$ cat src/rtl/petris_pkg.sv
// petris_pkg: board geometry, colour type and arbiter state shared by the board RAM blocks
package petris_pkg;
  localparam int COLS = 10;
  localparam int ROWS = 20;
  localparam int BOARD_X0 = 240;
  localparam int BOARD_Y0 = 80;
  localparam int CELL_LOG2 = 4;
  localparam int DW = 3;
  localparam int CELLS = ROWS * COLS;
  localparam int CELL_PX = 1 << CELL_LOG2;
  // Slots lead each cell by 3 pixels: address register, RAM read, capture.
  localparam logic [9:0] SLOT_X0 = 10'(BOARD_X0 - 3);
  localparam logic [9:0] Y_TOP = 10'(BOARD_Y0);
  localparam logic [9:0] Y_END = 10'(BOARD_Y0 + ROWS * CELL_PX);
  localparam logic [9:0] X_LAST = 10'(BOARD_X0 + COLS * CELL_PX - 1);
  localparam logic [7:0] LAST_CELL = 8'(CELLS - 1);
  typedef logic [DW-1:0] color_t;
  typedef enum logic [2:0] {ST_IDLE, ST_ISSUE, ST_WAIT, ST_ACK, ST_CLEAR} arb_state_t;
endpackage

$ cat src/rtl/render_addr_gen.sv
// render_addr_gen: flags the render prefetch slot and forms the cell address row*10+k
module render_addr_gen
  import petris_pkg::*;
(
  input  logic [9:0] count_x,
  input  logic [9:0] count_y,
  output logic       slot,
  output logic [7:0] addr
);
  logic [9:0] dx, dy;
  logic [4:0] row;
  logic [3:0] col;
  always_comb begin
    dx = count_x - SLOT_X0;
    dy = count_y - Y_TOP;
    row = 5'(dy >> CELL_LOG2);
    col = 4'(dx >> CELL_LOG2);
    slot = count_x >= SLOT_X0 && dx[3:0] == 4'd0 && (dx >> CELL_LOG2) < 10'(COLS)
        && count_y >= Y_TOP && count_y < Y_END;
    addr = {row, 3'b000} + {2'b00, row, 1'b0} + {4'b0000, col};
  end
endmodule

$ cat src/rtl/board_mem_arbiter.sv
// board_mem_arbiter: shares the board RAM between renderer prefetch, game accesses and board clear
module board_mem_arbiter
  import petris_pkg::*;
(
  input  logic          clock,
  input  logic          reset,
  input  logic [9:0]    count_x,
  input  logic [9:0]    count_y,
  input  logic          clear_req,
  output logic          clear_busy,
  input  logic          game_req,
  input  logic          game_we,
  input  logic [7:0]    game_addr,
  input  logic [DW-1:0] game_wdata,
  output logic          game_ack,
  output logic [DW-1:0] game_rdata,
  output logic [7:0]    mem_addr,
  output logic          mem_we,
  output logic [DW-1:0] mem_wdata,
  input  logic [DW-1:0] mem_rdata,
  output logic [DW-1:0] cell_color,
  output logic          board_active
);
  arb_state_t state, state_nx;
  logic       slot, accept, clr_start, clr_step, addr_ok, zero_rd;
  logic [7:0] render_addr, clr_cnt;
  logic [1:0] slot_d;
  color_t     rd_next;

  render_addr_gen u_gen (
    .count_x(count_x),
    .count_y(count_y),
    .slot   (slot),
    .addr   (render_addr)
  );

  assign addr_ok = game_addr < 8'(CELLS);
  assign game_ack = state == ST_ACK;
  assign clear_busy = state == ST_CLEAR;
  assign rd_next = zero_rd ? '0 : mem_rdata;

  always_ff @(posedge clock or posedge reset)
    if (reset) state <= ST_IDLE;
    else state <= state_nx;

  always_comb begin
    state_nx = state;
    accept = 1'b0;
    clr_start = 1'b0;
    clr_step = 1'b0;
    case (state)
      ST_IDLE: begin
        clr_start = !slot && clear_req;
        accept = !slot && !clear_req && game_req;
        state_nx = clr_start ? ST_CLEAR : accept ? ST_ISSUE : ST_IDLE;
      end
      ST_ISSUE: state_nx = ST_WAIT;
      ST_WAIT:  state_nx = ST_ACK;
      ST_ACK:   state_nx = ST_IDLE;
      ST_CLEAR: begin
        clr_step = !slot;
        state_nx = (clr_step && clr_cnt == LAST_CELL) ? ST_IDLE : ST_CLEAR;
      end
      default:  state_nx = ST_IDLE;
    endcase
  end

  // The render slot may overwrite the port mid-transaction: the RAM has already sampled the game address.
  always_ff @(posedge clock or posedge reset)
    if (reset) begin
      mem_addr <= '0;
      mem_we <= 1'b0;
      mem_wdata <= '0;
      clr_cnt <= '0;
      zero_rd <= 1'b0;
      game_rdata <= '0;
    end else begin
      mem_we <= 1'b0;
      if (slot) mem_addr <= render_addr;
      else if (accept) begin
        if (addr_ok) mem_addr <= game_addr;
        mem_we <= game_we && addr_ok;
        mem_wdata <= game_wdata;
        zero_rd <= game_we || !addr_ok;
      end else if (clr_step) begin
        mem_addr <= clr_cnt;
        mem_we <= 1'b1;
        mem_wdata <= '0;
      end
      clr_cnt <= clr_start ? '0 : clr_step ? clr_cnt + 8'd1 : clr_cnt;
      if (state == ST_WAIT) game_rdata <= rd_next;
    end

  always_ff @(posedge clock or posedge reset)
    if (reset) begin
      slot_d <= '0;
      cell_color <= '0;
      board_active <= 1'b0;
    end else begin
      slot_d <= {slot_d[0], slot};
      if (slot_d[1]) begin
        cell_color <= mem_rdata;
        board_active <= 1'b1;
      end else if (count_x == X_LAST) begin
        cell_color <= '0;
        board_active <= 1'b0;
      end
    end
endmodule

$ cat config.mk
export PLATFORM = sky130hd
export DESIGN_NAME = board_mem_arbiter
export DESIGN_NICKNAME = d
export VERILOG_FILES = /design/src/rtl/petris_pkg.sv /design/src/rtl/render_addr_gen.sv /design/src/rtl/board_mem_arbiter.sv
export SDC_FILE = /design/constraint.sdc
export NUM_CORES = 1
export LEC_CHECK = 0
export ABC_CLOCK_PERIOD_IN_PS = 1600
export BUFFER_PORTS_ARGS = -buffer_cell sky130_fd_sc_hd__buf_2
export CAP_MARGIN = 20
export CORE_ASPECT_RATIO = 0.8
export CORE_UTILIZATION = 41
export CTS_CLUSTER_DIAMETER = 30
export CTS_CLUSTER_SIZE = 16
export DETAILED_ROUTE_END_ITERATION = 16
export GPL_TIMING_DRIVEN = 0
export PLACE_DENSITY = 0.69
export SETUP_SLACK_MARGIN = 0.4
export SYNTH_ARGS = -nofsm -noshare
export SYNTH_HDL_FRONTEND = slang
export SYNTH_HIERARCHICAL = 1
export SYNTH_SLANG_ARGS = --single-unit
$ cat constraint.sdc
create_clock -name clock -period 1.6 [get_ports clock]
set_clock_uncertainty 0.05 [all_clocks]
set_input_delay 0.16 -clock clock [delete_from_list [all_inputs] [get_ports clock]]
set_output_delay 0.16 -clock clock [all_outputs]
set_load 0.02 [all_outputs]
[Yosys cells after proc, flatten, opt, wreduce, memory -nomap -nowiden]
Cells that the tools add are included.
Storage, ports and cells
  register bits after elaboration: 33
  bits in latches: 0
  memory bits (writable): 0
  bits in read-only memories: 0
  input port bits: 39
  output and inout bits: 21
  word-level logic and storage cells: 73
  memories kept: 0
Cells by class
  $add $sub $neg: 5
  multipliers: 0
  div/mod/pow operators: 0
  $lt $le $gt $ge: 5
  equality and inequality tests: 7
  shifts and indexed selects: 0
  multiplexer cells: 23
  bitwise logic cells: 1
  reduce and logical (&&, ||, !) cells: 22
Operators with widths (count)
  $mux W8: 6
  $mux W3: 7
  $pmux W3 S4: 1
  $eq A10 B9 Y1 const B: 1
  $ge A10 B7 Y1 const B: 1
  $ge A10 B8 Y1 const B: 1
  $lt A10 B9 Y1 const B: 1
  $sub A10 B8 Y10 const B: 1
  $logic_and A1 B1 Y1: 9
  $mux W1: 9
  $sub A9 B7 Y9 const B: 1
  $add A8 B1 Y8 const B: 1
  $add A8 B4 Y8: 1
  $add A8 B6 Y8: 1
  $eq A8 B8 Y1 const B: 1
  $lt A8 B8 Y1 const B: 1
  $eq A3 B2 Y1 const B: 2
  $lt A6 B4 Y1 const B: 1
  $reduce_and A2 Y1: 3
  $reduce_bool A2 Y1: 3
  $logic_not A4 Y1: 1
  $eq A3 B1 Y1 const B: 1
  $eq A3 B3 Y1 const B: 1
  $logic_not A1 Y1: 3
  other kinds (5): 5

[Longest topological paths before layout]
  depth after elaboration: 12
  depth in mapped cells: 13

[Hierarchy]
Netlist, hierarchy kept.
By module, submodules not included
  board_mem_arbiter: instances 1, cells each 161, area each 1639.1 um2, seq. area each 825.8 um2
  render_addr_gen: instances 1, cells each 58, area each 485.5 um2, seq. area each 0.0 um2

[Worst setup path before layout]
No wires, ideal clock.
  path kind: input-to-reg
  start: input port count_x[1]
  end: register mem_addr[7]
  setup time: 0.096 ns
  data arrival time: 2.319 ns
  setup slack: -0.865 ns
  cell stages on the path: 11
  cell sequence: o211a_4 o211ai_2 xnor2_1 fa_1 ha_1 a211oi_1 o21bai_1 a21oi_1 xnor2_1 nor2_1 o31ai_1
On the way
  elaborated cells between the ends (all ways): 19
  those cells by class: 2 x add/sub; 2 x order compare; 1 x eq/ne; 4 x mux; 10 x reduce/logical
RTL lines
  start, declared: line board_mem_arbiter.sv:7  | input logic [9:0] count_x,
  $sub A10 B8 Y10: line render_addr_gen.sv:14  | dx = count_x - SLOT_X0;
  $add A8 B4 Y8: line render_addr_gen.sv:20  | addr = {row, 3'b000} + {2'b00, row, 1'b0} + {4'b0000, col};
  via render_addr[7]: line board_mem_arbiter.sv:26  | logic [7:0] render_addr, clr_cnt;
  $mux W8: line board_mem_arbiter.sv:79  | if (slot) mem_addr <= render_addr;
  end signal, assigned: line board_mem_arbiter.sv:79
  end signal, assigned: line board_mem_arbiter.sv:81  | if (addr_ok) mem_addr <= game_addr;
  end signal, assigned: line board_mem_arbiter.sv:86  | mem_addr <= clr_cnt;
  end, declared: line board_mem_arbiter.sv:17  | output logic [7:0] mem_addr,
The timed path passes the listed nets, and every way through them passes these cells.
A chain may end at the register's enable or synchronous reset.

[Final worst setup path]
  start: input port count_x[0]
  end: register mem_addr[6]
Same word-level chain as after synthesis.

==> flow_summary.ini <==
[status]
outcome = finished with violations
violations = setup timing

[timing]
finalCriticalPeriod_ns = 2.43
min_period_over_period_pct = 152
fmax_ghz = 0.412
maxSlewViolCount = 0
relSlewSlack_pct = 63.1
layout_setup_ws_ns = -0.827
rsz0062_at_grt = true
finalHoldViolCount = 0
setup_viol = 23
max_slew.worst_pin.slew_ns = 0.553
final.setup.tns_ns = -11.88

[synth]
synth_area_um2 = 2120
yosysWarnings = 6
synth_area_leaders = dfrtp_1 (39%), ha_1 (7.1%), xnor2_1 (4.1%)
synth_seq_area_share_pct = 38.9
yosysTopAreaCell = dfrtp_1
synth_edf_count = 0
syn_avg_cell_area_um2 = 9.70
ys_ff_latch = 33
async_flop_share_pct = 100
syn_nets = 272
synth_most_common_cell = dfrtp_1
synthCells = 219
synthTopCellsByCount = dfrtp_1 (33), nand2_1 (21), nor2_1 (19)
synth_top_area_share_pct = 38.9
synth_cell_types = 46
synthFlopType = dfrtp_1

[power_and_ir_drop]
netSwitchingFraction_pct = 40.9
powerDensity_nw_per_um2 = 1350
seqPwrFrac_pct = 31.4
p_leak_nw = 1.46
p_switching_mw = 1.65
p_int_mw = 2.38
ir_drop_v = 0.000791
clock_power_share_pct = 15.2
p_comb_share_pct = 53.4

[placement]
place_area_um2 = 2600
io_buffers = 59
hpwl_um = 3900
gp_congestion = 0.786

[grt]
antenna_found_initial = 0
track_usage_pct = 21.8
grt_remaining_overflow = 0
grt_pass1_vias = 1908
grt_max_degree = 19
grt_pass1_wl_um = 8750

[die]
die_y_um = 66.4
rows = 23
core-area_um2 = 5010
die-area_um2 = 5480
die_width_um = 82.5
start_util_pct = 42.4
io_pins = 60

[clock_network]
cts_root_buf = clkbuf_8
h-tree-depth = 2
cts_tree = done
cts_buffers = 5
insertion_delay_ns = 0.29
clk_pin_slew_worst_paths_ns = 0.07
clk_path_buf_depth = 2
cts_sinks = 33

[drt]
ant_nets = 0
drt_pass1_iterations = 4
wl_um = 5270
wire_per_inst_um = 14.5
vias = 1936
drt_iter0_drc = 69
drc = 0
via_per_inst = 5.32

[cells_and_area]
regArea_um2 = 827
multi_input_area_um2 = 1380
drive_above_1_share_pct = 43.0
fin_nets = 354
nFillCells = 456
diodes = 0
area_delta_synth_final_pct = 40.7
fin_area_um2 = 2990

[hold_path]
hold_class = primary input to flip-flop

[worst_setup_path]
crit_path_start_kind = primary input
critPathKind = primary input to flip-flop
path_max_fanout = 4
crit_required_ns = 1.74
end_kind = flip-flop
worstPathArrival_ns = 2.57

[flow_run]
maxCapViolCount = 0
==> final timing paths <==
| kind | start | endpoint | slack, ns | cells after the start |
|---|---|---|---|---|
| worst max-delay path | count_x[0] | mem_addr[6]$_DFFE_PP0P_ | -0.83 | 13 |
| worst min-delay path | game_wdata[0] | mem_wdata[0]$_DFFE_PP0P_ | 0.01 | 3 |
| worst max register to register | state[0]$_DFF_PP0_ | mem_addr[7]$_DFFE_PP0P_ | -0.22 | 7 |
| worst min register to register | slot_d[0]$_DFF_PP0_ | slot_d[1]$_DFF_PP0_ | 0.30 | 0 |
| max in group asynchronous | reset | mem_addr[0]$_DFFE_PP0P_ | 0.74 | 4 |
| min in group asynchronous | reset | mem_we$_DFF_PP0_ | 0.36 | 3 |
==> cell families (layout without fill, tap and decap cells) <==
family                     Yosys count  count (layout)  share of synthesized area, %
xor gates and xnor gates            18              18                          7.42
AOI/OAI and AO/OA                   44              44                          17.0
buffers and inverters               22             105                          4.83
and+or+nand+nor                     88              88                          23.0
adders and majority gates           14              14                          8.95
DFF                                 33              33                          38.9
==> routing by layer <==
| metal | share of wire [%] | vias up | GRT usage [%] |
|---|---|---|---|
| met3 | 5.2 | 12 | 5.24 |
| met5 | 0 | - | 0 |
| met1 | 48 | 918 | 29.5 |
| li1 | - | 947 | - |
| met2 | 45 | 59 | 33.6 |
| met4 | 1.8 | 0 | 7.89 |
==> flip-flops by register name (all words and copies together), names as in the netlist <==
name	cells
board_active	1
cell_color	3
clr_cnt	8
game_rdata	3
mem_addr	8
mem_wdata	3
mem_we	1
slot_d	2
state	3
zero_rd	1
==> repair_timing <==
action,CTS,global route
cloned,2,0
pin swaps,21,16
setup buffers,11,1
gates resized for setup,35,10
hold buffers,1,0
hold endpoints to repair,15,0
setup endpoints to repair,29,63
==> per-stage QoR <==
step | total power, mW | worst slack (ns) | utilization [%] | cells | hold WS, ns
floorplan | 2.48 | -0.800 | - | 219 | 0.215
global placement | 2.92 | -1.12 | 51.4 | 340 | 0.282
detailed placement | 2.99 | -1.15 | 52.0 | 341 | 0.260
CTS | 3.98 | -0.809 | 58.9 | 363 | 0.00802
global route | 4.31 | -0.906 | 59.7 | 364 | 0.00518
finish | 4.03 | -0.827 | 59.7 | 364 | 0.0114
==> power groups by stage <==
| stage | Sequential [mW] | Clock, mW | Combinational (mW) |
|---|---|---|---|
| 5_1_grt | 1.30 | 0.664 | 2.35 |
| 3_3_place_gp | 1.25 | 0 | 1.67 |
| 4_1_cts | 1.26 | 0.621 | 2.10 |
| 2_1_floorplan | 1.43 | 0 | 1.05 |
| 3_5_place_dp | 1.26 | 0 | 1.72 |
| 6_report | 1.27 | 0.611 | 2.15 |
==> cell usage in the layout, fill, tap and decap left out, types with 8 or more instances in the layout <==
cell / n
buf_2: 56
dfrtp_1: 32
nand2_1: 19
nor2_1: 17
buf_4: 13
ha_1: 10
inv_1: 9
nand3_1: 9
and3_1: 9
xnor2_1: 9
buf_6: 8
xor2_1: 8
==> cell type report <==
class / count / area share [%]
timing repair buffer: 75 / 16.2
inverter: 13 / 1.76
tap: 62 / 2.60
multi-input combinational: 164 / 46.2
clock buffer: 6 / 2.43
sequential: 33 / 27.7
clock inverter: 2 / 0.335
buffer: 9 / 2.85
==> worst max-delay path, cell delays in order <==
cell and delay, ns:
buf_6 0.09, o211a_4 0.26, o211ai_4 0.19, xnor2_2 0.11, fa_2 0.62, inv_2 0.05, fa_2 0.36, inv_2 0.05
a21o_1 0.11, a21oi_2 0.06, xnor2_1 0.17, nor2_1 0.07, o31ai_1 0.26
Note: power is estimated with default switching activity, not from simulation.
